$ cat config.mk
export PLATFORM = sky130hd
export DESIGN_NAME = biquad_banda_flat
export DESIGN_NICKNAME = d
export VERILOG_FILES = /design/src/rtl/biquad_banda_if.sv /design/src/rtl/biquad_banda.sv /design/src/flat_wrapper.sv
export SDC_FILE = /design/constraint.sdc
export NUM_CORES = 2
export LEC_CHECK = 0
export ABC_CLOCK_PERIOD_IN_PS = 16650
export CORE_AREA = 2 2 332 334
export DETAILED_ROUTE_END_ITERATION = 10
export DIE_AREA = 0 0 334 336
export PLACE_DENSITY = 0.56
export SLEW_MARGIN = 15
export SYNTH_ARGS = -nofsm -noshare
export SYNTH_HDL_FRONTEND = slang
export SYNTH_SLANG_ARGS = --single-unit
$ cat constraint.sdc
create_clock -name clk -period 16.65 [get_ports clk]
set_input_delay 3.33 -clock clk [delete_from_list [all_inputs] [get_ports clk]]
set_output_delay 3.33 -clock clk [all_outputs]
set_load 0.02 [all_outputs]
$ cat src/rtl/biquad_banda_if.sv
// Sample/coefficient bus of the band biquad: strobe and operands in; filtered sample
// plus the leer/escribir strobes toward the downstream band register out.
interface biquad_banda_if #(parameter int cant_bits = 25);
  logic                        inicio;
  logic signed [cant_bits-1:0] x_in;
  logic signed [cant_bits-1:0] b0;
  logic signed [cant_bits-1:0] b1;
  logic signed [cant_bits-1:0] b2;
  logic signed [cant_bits-1:0] a1;
  logic signed [cant_bits-1:0] a2;
  logic signed [cant_bits-1:0] y_out;
  logic                        leer;
  logic                        escribir;
  logic                        ocupado;

  modport master (
    output inicio, x_in, b0, b1, b2, a1, a2,
    input  y_out, leer, escribir, ocupado
  );

  modport slave (
    input  inicio, x_in, b0, b1, b2, a1, a2,
    output y_out, leer, escribir, ocupado
  );
endinterface

$ cat src/rtl/biquad_banda.sv
// Sequential biquad section: one shared multiplier, 5-cycle MAC, 10 cycles per sample.
// Output clamp instead of wrap when BIQUAD_SATURACION_EN is defined.
module biquad_banda #(
  parameter int cant_bits = 25,
  parameter int frac_bits = 16
) (
  input  logic           clk,
  input  logic           reset,
  biquad_banda_if.slave  bus
);
  localparam int PW = 2 * cant_bits;
  localparam int SW = PW - frac_bits;
  localparam int AW = SW + 3;

  typedef enum logic [2:0] {ESPERA, CARGA, MAC, SATURA, LEER, ESCRIBIR} estado_t;

  estado_t estado_q, estado_d;
  logic [2:0] idx_q, idx_d;
  logic signed [AW-1:0] acc_q, acc_d;
  logic signed [cant_bits-1:0] x_q, b0_q, b1_q, b2_q, a1_q, a2_q;
  logic signed [cant_bits-1:0] x1_q, x2_q, y1_q, y2_q, y_out_q;
  logic signed [cant_bits-1:0] coef, dato, y_sat;
  logic signed [PW-1:0] prod;
  logic signed [SW-1:0] prod_sh;
  logic signed [AW-1:0] termino;
  logic leer_c, escribir_c, ocupado_c;

  always_comb begin
    coef = b0_q;
    dato = x_q;
    case (idx_q)
      3'd0:    begin coef = b0_q; dato = x_q;  end
      3'd1:    begin coef = b1_q; dato = x1_q; end
      3'd2:    begin coef = b2_q; dato = x2_q; end
      3'd3:    begin coef = a1_q; dato = y1_q; end
      default: begin coef = a2_q; dato = y2_q; end
    endcase
    prod    = $signed({{cant_bits{coef[cant_bits-1]}}, coef})
            * $signed({{cant_bits{dato[cant_bits-1]}}, dato});
    // Arithmetic shift gives floor rounding for negative products.
    prod_sh = SW'(prod >>> frac_bits);
    termino = {{3{prod_sh[SW-1]}}, prod_sh};
  end

  always_comb begin
`ifdef BIQUAD_SATURACION_EN
    if ((acc_q[AW-1:cant_bits-1] == '0) || (acc_q[AW-1:cant_bits-1] == '1))
      y_sat = acc_q[cant_bits-1:0];
    else if (acc_q[AW-1])
      y_sat = {1'b1, {(cant_bits-1){1'b0}}};
    else
      y_sat = {1'b0, {(cant_bits-1){1'b1}}};
`else
    y_sat = acc_q[cant_bits-1:0];
`endif
  end

  always_comb begin
    estado_d   = estado_q;
    idx_d      = idx_q;
    acc_d      = acc_q;
    leer_c     = 1'b0;
    escribir_c = 1'b0;
    ocupado_c  = 1'b1;
    case (estado_q)
      ESPERA: begin
        ocupado_c = 1'b0;
        if (bus.inicio) estado_d = CARGA;
      end
      CARGA: begin
        acc_d    = '0;
        idx_d    = 3'd0;
        estado_d = MAC;
      end
      MAC: begin
        acc_d = (idx_q < 3'd3) ? acc_q + termino : acc_q - termino;
        idx_d = idx_q + 3'd1;
        if (idx_q == 3'd4) estado_d = SATURA;
      end
      SATURA:   estado_d = LEER;
      LEER: begin
        leer_c   = 1'b1;
        estado_d = ESCRIBIR;
      end
      ESCRIBIR: begin
        escribir_c = 1'b1;
        estado_d   = ESPERA;
      end
      default:  estado_d = ESPERA;
    endcase
  end

  always_ff @(posedge clk) begin
    if (reset) begin
      estado_q <= ESPERA;
      idx_q    <= '0;
      acc_q    <= '0;
      x_q      <= '0;
      b0_q     <= '0;
      b1_q     <= '0;
      b2_q     <= '0;
      a1_q     <= '0;
      a2_q     <= '0;
      x1_q     <= '0;
      x2_q     <= '0;
      y1_q     <= '0;
      y2_q     <= '0;
      y_out_q  <= '0;
    end else begin
      estado_q <= estado_d;
      idx_q    <= idx_d;
      acc_q    <= acc_d;
      if (estado_q == ESPERA && bus.inicio) begin
        x_q  <= bus.x_in;
        b0_q <= bus.b0;
        b1_q <= bus.b1;
        b2_q <= bus.b2;
        a1_q <= bus.a1;
        a2_q <= bus.a2;
      end
      // The converted (possibly clamped) value is what feeds back as y1.
      if (estado_q == SATURA) begin
        y_out_q <= y_sat;
        x2_q    <= x1_q;
        x1_q    <= x_q;
        y2_q    <= y1_q;
        y1_q    <= y_sat;
      end
    end
  end

  assign bus.y_out    = y_out_q;
  assign bus.leer     = leer_c;
  assign bus.escribir = escribir_c;
  assign bus.ocupado  = ocupado_c;
endmodule

$ cat src/flat_wrapper.sv
// flat-port wrapper written by rule: the top's interface ports become plain ports
module biquad_banda_flat 
#(
  parameter int cant_bits = 25,
  parameter int frac_bits = 16
)
  (clk, reset, bus_inicio, bus_x_in, bus_b0, bus_b1, bus_b2, bus_a1, bus_a2, bus_y_out, bus_leer, bus_escribir, bus_ocupado);
  biquad_banda_if #(.cant_bits(cant_bits)) bus_i ();
  input  logic clk;
  input  logic reset;
  input wire logic [$bits(bus_i.inicio)-1:0] bus_inicio;
  input wire logic [$bits(bus_i.x_in)-1:0] bus_x_in;
  input wire logic [$bits(bus_i.b0)-1:0] bus_b0;
  input wire logic [$bits(bus_i.b1)-1:0] bus_b1;
  input wire logic [$bits(bus_i.b2)-1:0] bus_b2;
  input wire logic [$bits(bus_i.a1)-1:0] bus_a1;
  input wire logic [$bits(bus_i.a2)-1:0] bus_a2;
  output wire logic [$bits(bus_i.y_out)-1:0] bus_y_out;
  output wire logic [$bits(bus_i.leer)-1:0] bus_leer;
  output wire logic [$bits(bus_i.escribir)-1:0] bus_escribir;
  output wire logic [$bits(bus_i.ocupado)-1:0] bus_ocupado;
  assign bus_i.inicio = bus_inicio;
  assign bus_i.x_in = bus_x_in;
  assign bus_i.b0 = bus_b0;
  assign bus_i.b1 = bus_b1;
  assign bus_i.b2 = bus_b2;
  assign bus_i.a1 = bus_a1;
  assign bus_i.a2 = bus_a2;
  assign bus_y_out = bus_i.y_out;
  assign bus_leer = bus_i.leer;
  assign bus_escribir = bus_i.escribir;
  assign bus_ocupado = bus_i.ocupado;
  biquad_banda #(.cant_bits(cant_bits), .frac_bits(frac_bits)) u_core (.clk(clk), .reset(reset), .bus(bus_i));
endmodule
# Yosys cells after proc, flatten, opt, wreduce, memory -nomap -nowiden
# Cells that the tools add are included.
# totals
ff_bits	293
in_bits	153
output_inout_bits	28
wordCells	45
# op_classes
n_addsub	3
multipliers	1
magnitude_cmp	1
n_eq_ne	11
n_mux	11
reduce_logical	5
# ops
operator	count
$pmux 25 s4	2
$pmux 37 s2	1
$mul 25x25->50	1
$add 37x34->37	1
$mux 37	1
$sub 37x34->37	1
$pmux 3 s5	1
$eq 3x2->1 const B	4
$eq 3x3->1 const B	3
$eq 3x1->1 const B	2
$logic_not 3->1	2
$mux 3	2
$pmux 3 s2	1
$add 3x1->3 const B	1
$lt 3x2->1 const B	1
$mux 1	3
$ne 2x1->1 const B	1
$ne 2x2->1 const B	1
$reduce_and 2->1	1
$reduce_bool 2->1	1
$logic_and 1x1->1	1

# Depth between registers and ports, before layout
# logic_depth
word_depth	6
ltp_mapped	56

# Worst setup path after synthesis
# Ideal clock, no wire load.
# synth_path
path_kind	reg-to-reg
startpoint	register u_core.idx_q[2]
endpoint	register u_core.acc_q[23]
setup_time_ps	74
arrival_time_ps	12487
t_required_ps	16576
slack_ps	4089
path_stages_with_launch	55
synth_period_minus_slack_ps	12561
cell_sequence	dfxtp_1 buf_6 inv_2 buf_6 clkbuf_1 clkbuf_1 clkbuf_1 clkbuf_1 ha_1 clkbuf_1 clkbuf_1 clkbuf_1 clkbuf_1 a22oi_1 nand3_1 o21a_1 clkbuf_1 nand2_1 (+19 left out) xnor2_2 ha_1 nand3b_4 or4b_4 o21ai_0 xor2_1 ha_1 and3_1 a211oi_1 o41a_1 o21a_1 o21ai_0 a21oi_1 o21bai_1 and2_1 o31ai_1 mux2_2 a31oi_1
# synth_between
elab_chain_cells	6
word_cells_on_any_way	12
# synth_lines
item	line	text
from (decl)	biquad_banda.sv:18	logic [2:0] idx_q, idx_d;
from (signal assigned)	biquad_banda.sv:111	idx_q <= idx_d;
$eq 3x2->1, or another cell as far along	biquad_banda.sv:31	case (idx_q)
$pmux 25 s4	biquad_banda.sv:31	
$mul 25x25->50	biquad_banda.sv:39	* $signed({{cant_bits{dato[cant_bits-1]}}, dato});
$sub 37x34->37 / $add 37x34->37 (equally long branches)	biquad_banda.sv:76	acc_d = (idx_q < 3'd3) ? acc_q + termino : acc_q - termino;
$mux 37 (*)	biquad_banda.sv:76	
$pmux 37 s2 (*)	biquad_banda.sv:65	case (estado_q)
to (signal assigned)	biquad_banda.sv:97	acc_q <= '0;
to (signal assigned)	biquad_banda.sv:112	acc_q <= acc_d;
to (decl)	biquad_banda.sv:19	logic signed [AW-1:0] acc_q, acc_d;
# Mark *: on every way between the ends. The rest lies on a longest branch, timed or not.
# A chain may end at the register's enable or synchronous reset.

# Worst setup path after layout
# Same ends and word-level chain as after synthesis.

==> metrics <==
die width=334 um; Clock Sinks=281; Leak Pwr=16.0 nW; critical path launch point=u_core.idx_q[2]; Syn Nets=4816; Yosys cell types=86; I/O Pins=181; Routed WL=112 mm; clock root cell=clkbuf_16; Post-synth top cells=nand2_1 (859), inv_1 (647), fa_1 (553); Place WS=3820 ps; Setup Buffers After CTS=0; Starting Density=29.8%; port bufs=180; clock latency on the worst-skew pair=600 ps; Tot GR Track Use=20.2%; largest net degree at the start of global routing=112; status=finished clean; final worst path period share=78.3%; cell with the most instances after synthesis=nand2_1; post-CTS sizing=0; r2r endpoint=u_core.acc_q[23]; CP Data Required Time=17180 ps; share of cells above drive strength 1=4.34%; Ys Warns=0; global placement routability congestion=0.954; initial drt markers=2128; Worst path max stage delay=790 ps; diodes inserted=0; setup TNS=0 ps; Worst Skew=12.6 ps; TritonCTS clock tree=built; post-synthesis instance total=3952; drt pass-1 iters=5; number of global-route vias before repair=27698; clock transition at the registers of the reported paths=70 ps; RSZ-0062 raised after global routing=false; Arr. time, crit path=13560 ps; Placed Instances=5390; mean routed wirelength per cell=20.6 um; post-DR vias/cell=4.97; fin. max-slew vios=0; Rel. slew slack=22.0%; die footprint=112000 um2; total grt overflow=0; post-route cell area=36700 um2; Setup crit end kind=flop; Layout area overhead=13.5%; number of flops mapped to enable cells by yosys=0; H-tree level count=1; Slowest-stage cell, CP=o21a_1; Register-to-Register Path Depth=41; initial antenna violation count=1; Top FF cell, synth=dfxtp_1; fmax=0.0767 GHz; Synth area leaders=fa_1 (34%), dfxtp_1 (17%), nand2_1 (10%), inv_1 (7.5%), ha_1 (6.1%); via count=27079; Seq/Total Area, Yosys=17.4%; reg2reg setup slack=3620 ps; pwr/cell area=98.7 nW/um2; CORE AREA=108000 um2; Worst Path Max Fanout=70; hold depth=2; hold_buf cts=0; async set or reset register ratio after synthesis=0%; startpoint types=flop; hold crit path type=flop to flop; kind of critical path=flop to flop; Tmin final=13030 ps; Most common cell on crit path=fa_1; Mapped Avg Cell Area=8.18 um2; largest area contributor in the netlist=fa_1; Nets=4873; Setup-failing EPs final=0; slew at the pin closest to its max-slew limit=1170 ps; Post-Syn Area=32300 um2; global-route wire length before repair=173 mm; Post-DP Area=35600 um2; Fin. Hold Viols=0; RR Startpoint=u_core.idx_q[2]; final core utilization=33.8%; Final Non-Filler Cells=5448; crit path to=u_core.acc_q[23]; Clock Path Buffers=3; DR DRC count=0; Max rail drop VDD=94.8 uV; final worst setup slack=3620 ps; Final Power=3.62 mW; register bit total from synthesis=281; post-route ant nets=0; area share of the largest cell type after synthesis=34.2%; worst hold margin=455 ps; Post-DP HPWL=87.9 mm; Die H=336 um; Num CTS Buffers=31; Max-Cap Viols=0; row count=121
==> worst min path at each step <==
| stage | from | end | slack (ps) |
|---|---|---|---|
| global placement | u_core.y2_q[24] | u_core.y2_q[24] | 440 |
| global route | u_core.x2_q[16] | u_core.x2_q[16] | 470 |
| finish | u_core.y2_q[18] | u_core.y2_q[18] | 450 |
| floorplan | u_core.a2_q[1] | u_core.a2_q[1] | 430 |
| CTS | u_core.b1_q[9] | u_core.b1_q[9] | 450 |
| detailed placement | u_core.b1_q[9] | u_core.b1_q[9] | 450 |
==> power breakdown <==
part / internal [mW] / switching, mW / total (mW)
Clock: 0.432 / 0.304 / 0.736
Sequential: 0.729 / 0.0518 / 0.781
Combinational: 0.785 / 1.32 / 2.10
Total: 1.95 / 1.68 / 3.62
==> worst max-delay path: cells and delay by family (launching register included) <==
kind                     cells  cell delay [ps]
flip-flops                   1              460
multiplexers                 1              370
AO/OA/AOI/OAI               14             3720
AND/OR/NAND/NOR              7             1590
XOR/XNOR                     2              480
buffers and inverters        7             1320
adder cells (fa/ha/maj)     10             4980
==> cell families after synthesis <==
group	synth area share [%]
flops	17.4
mux	0.101
fa+ha+maj	40.4
compound gates	12.5
buf+inv	10.2
simple gates	16.9
xor+xnor	2.53
==> flip-flops by register name, summed over array words and instances (netlist names) <==
signal	flops
u_core.a1_q	25
u_core.a2_q	25
u_core.acc_q	25
u_core.b0_q	25
u_core.b1_q	25
u_core.b2_q	25
u_core.estado_q	3
u_core.idx_q	3
u_core.x1_q	25
u_core.x2_q	25
u_core.x_q	25
u_core.y1_q	25
u_core.y2_q	25
==> layer usage <==
layer	track usage (%)	vias up	part of all wire, %
li1	-	12338	-
met1	27.7	13632	43
met2	33.1	934	46
met3	2.87	175	7.2
met4	5.81	0	3.3
met5	0	-	0
==> cell usage in the layout, fill, tap and decap left out, types with 5 or more instances in the layout <==
cell,synthesis,routed
a21o_1,24,24
nand4_1,9,9
a21oi_1,303,303
clkbuf_8,0,6
o21ai_1,28,28
dfxtp_1,281,281
clkinv_2,0,10
xnor2_1,63,63
o21bai_1,5,5
or2_2,5,5
o21ai_0,45,39
and2_1,13,12
clkbuf_16,0,31
inv_1,647,647
clkdlybuf4s50_1,0,179
nor2b_1,8,8
o21ai_2,1,7
nor3_1,17,17
or3_1,6,6
o21a_1,52,52
nor2_1,333,333
nand2_1,859,858
and3_1,5,5
ha_1,158,154
buf_4,1,65
a22oi_1,116,116
o31ai_1,7,7
a31oi_1,6,6
fa_1,553,553
nand2b_1,12,12
xor2_1,25,25
nand3b_1,7,7
nand3_1,56,56
a31o_2,5,5
o31a_1,5,5
==> final cells by class <==
class                      instances  area (um2)
fill                           11393       71700
multi-input combinational       2800       23500
sequential                       281        5630
inverter                         649        2440
timing repair buffer             246        2310
tap                             1414        1770
clock buffer                      39         866
clock inverter                    19         223
Power figures use the tool's default switching activity.
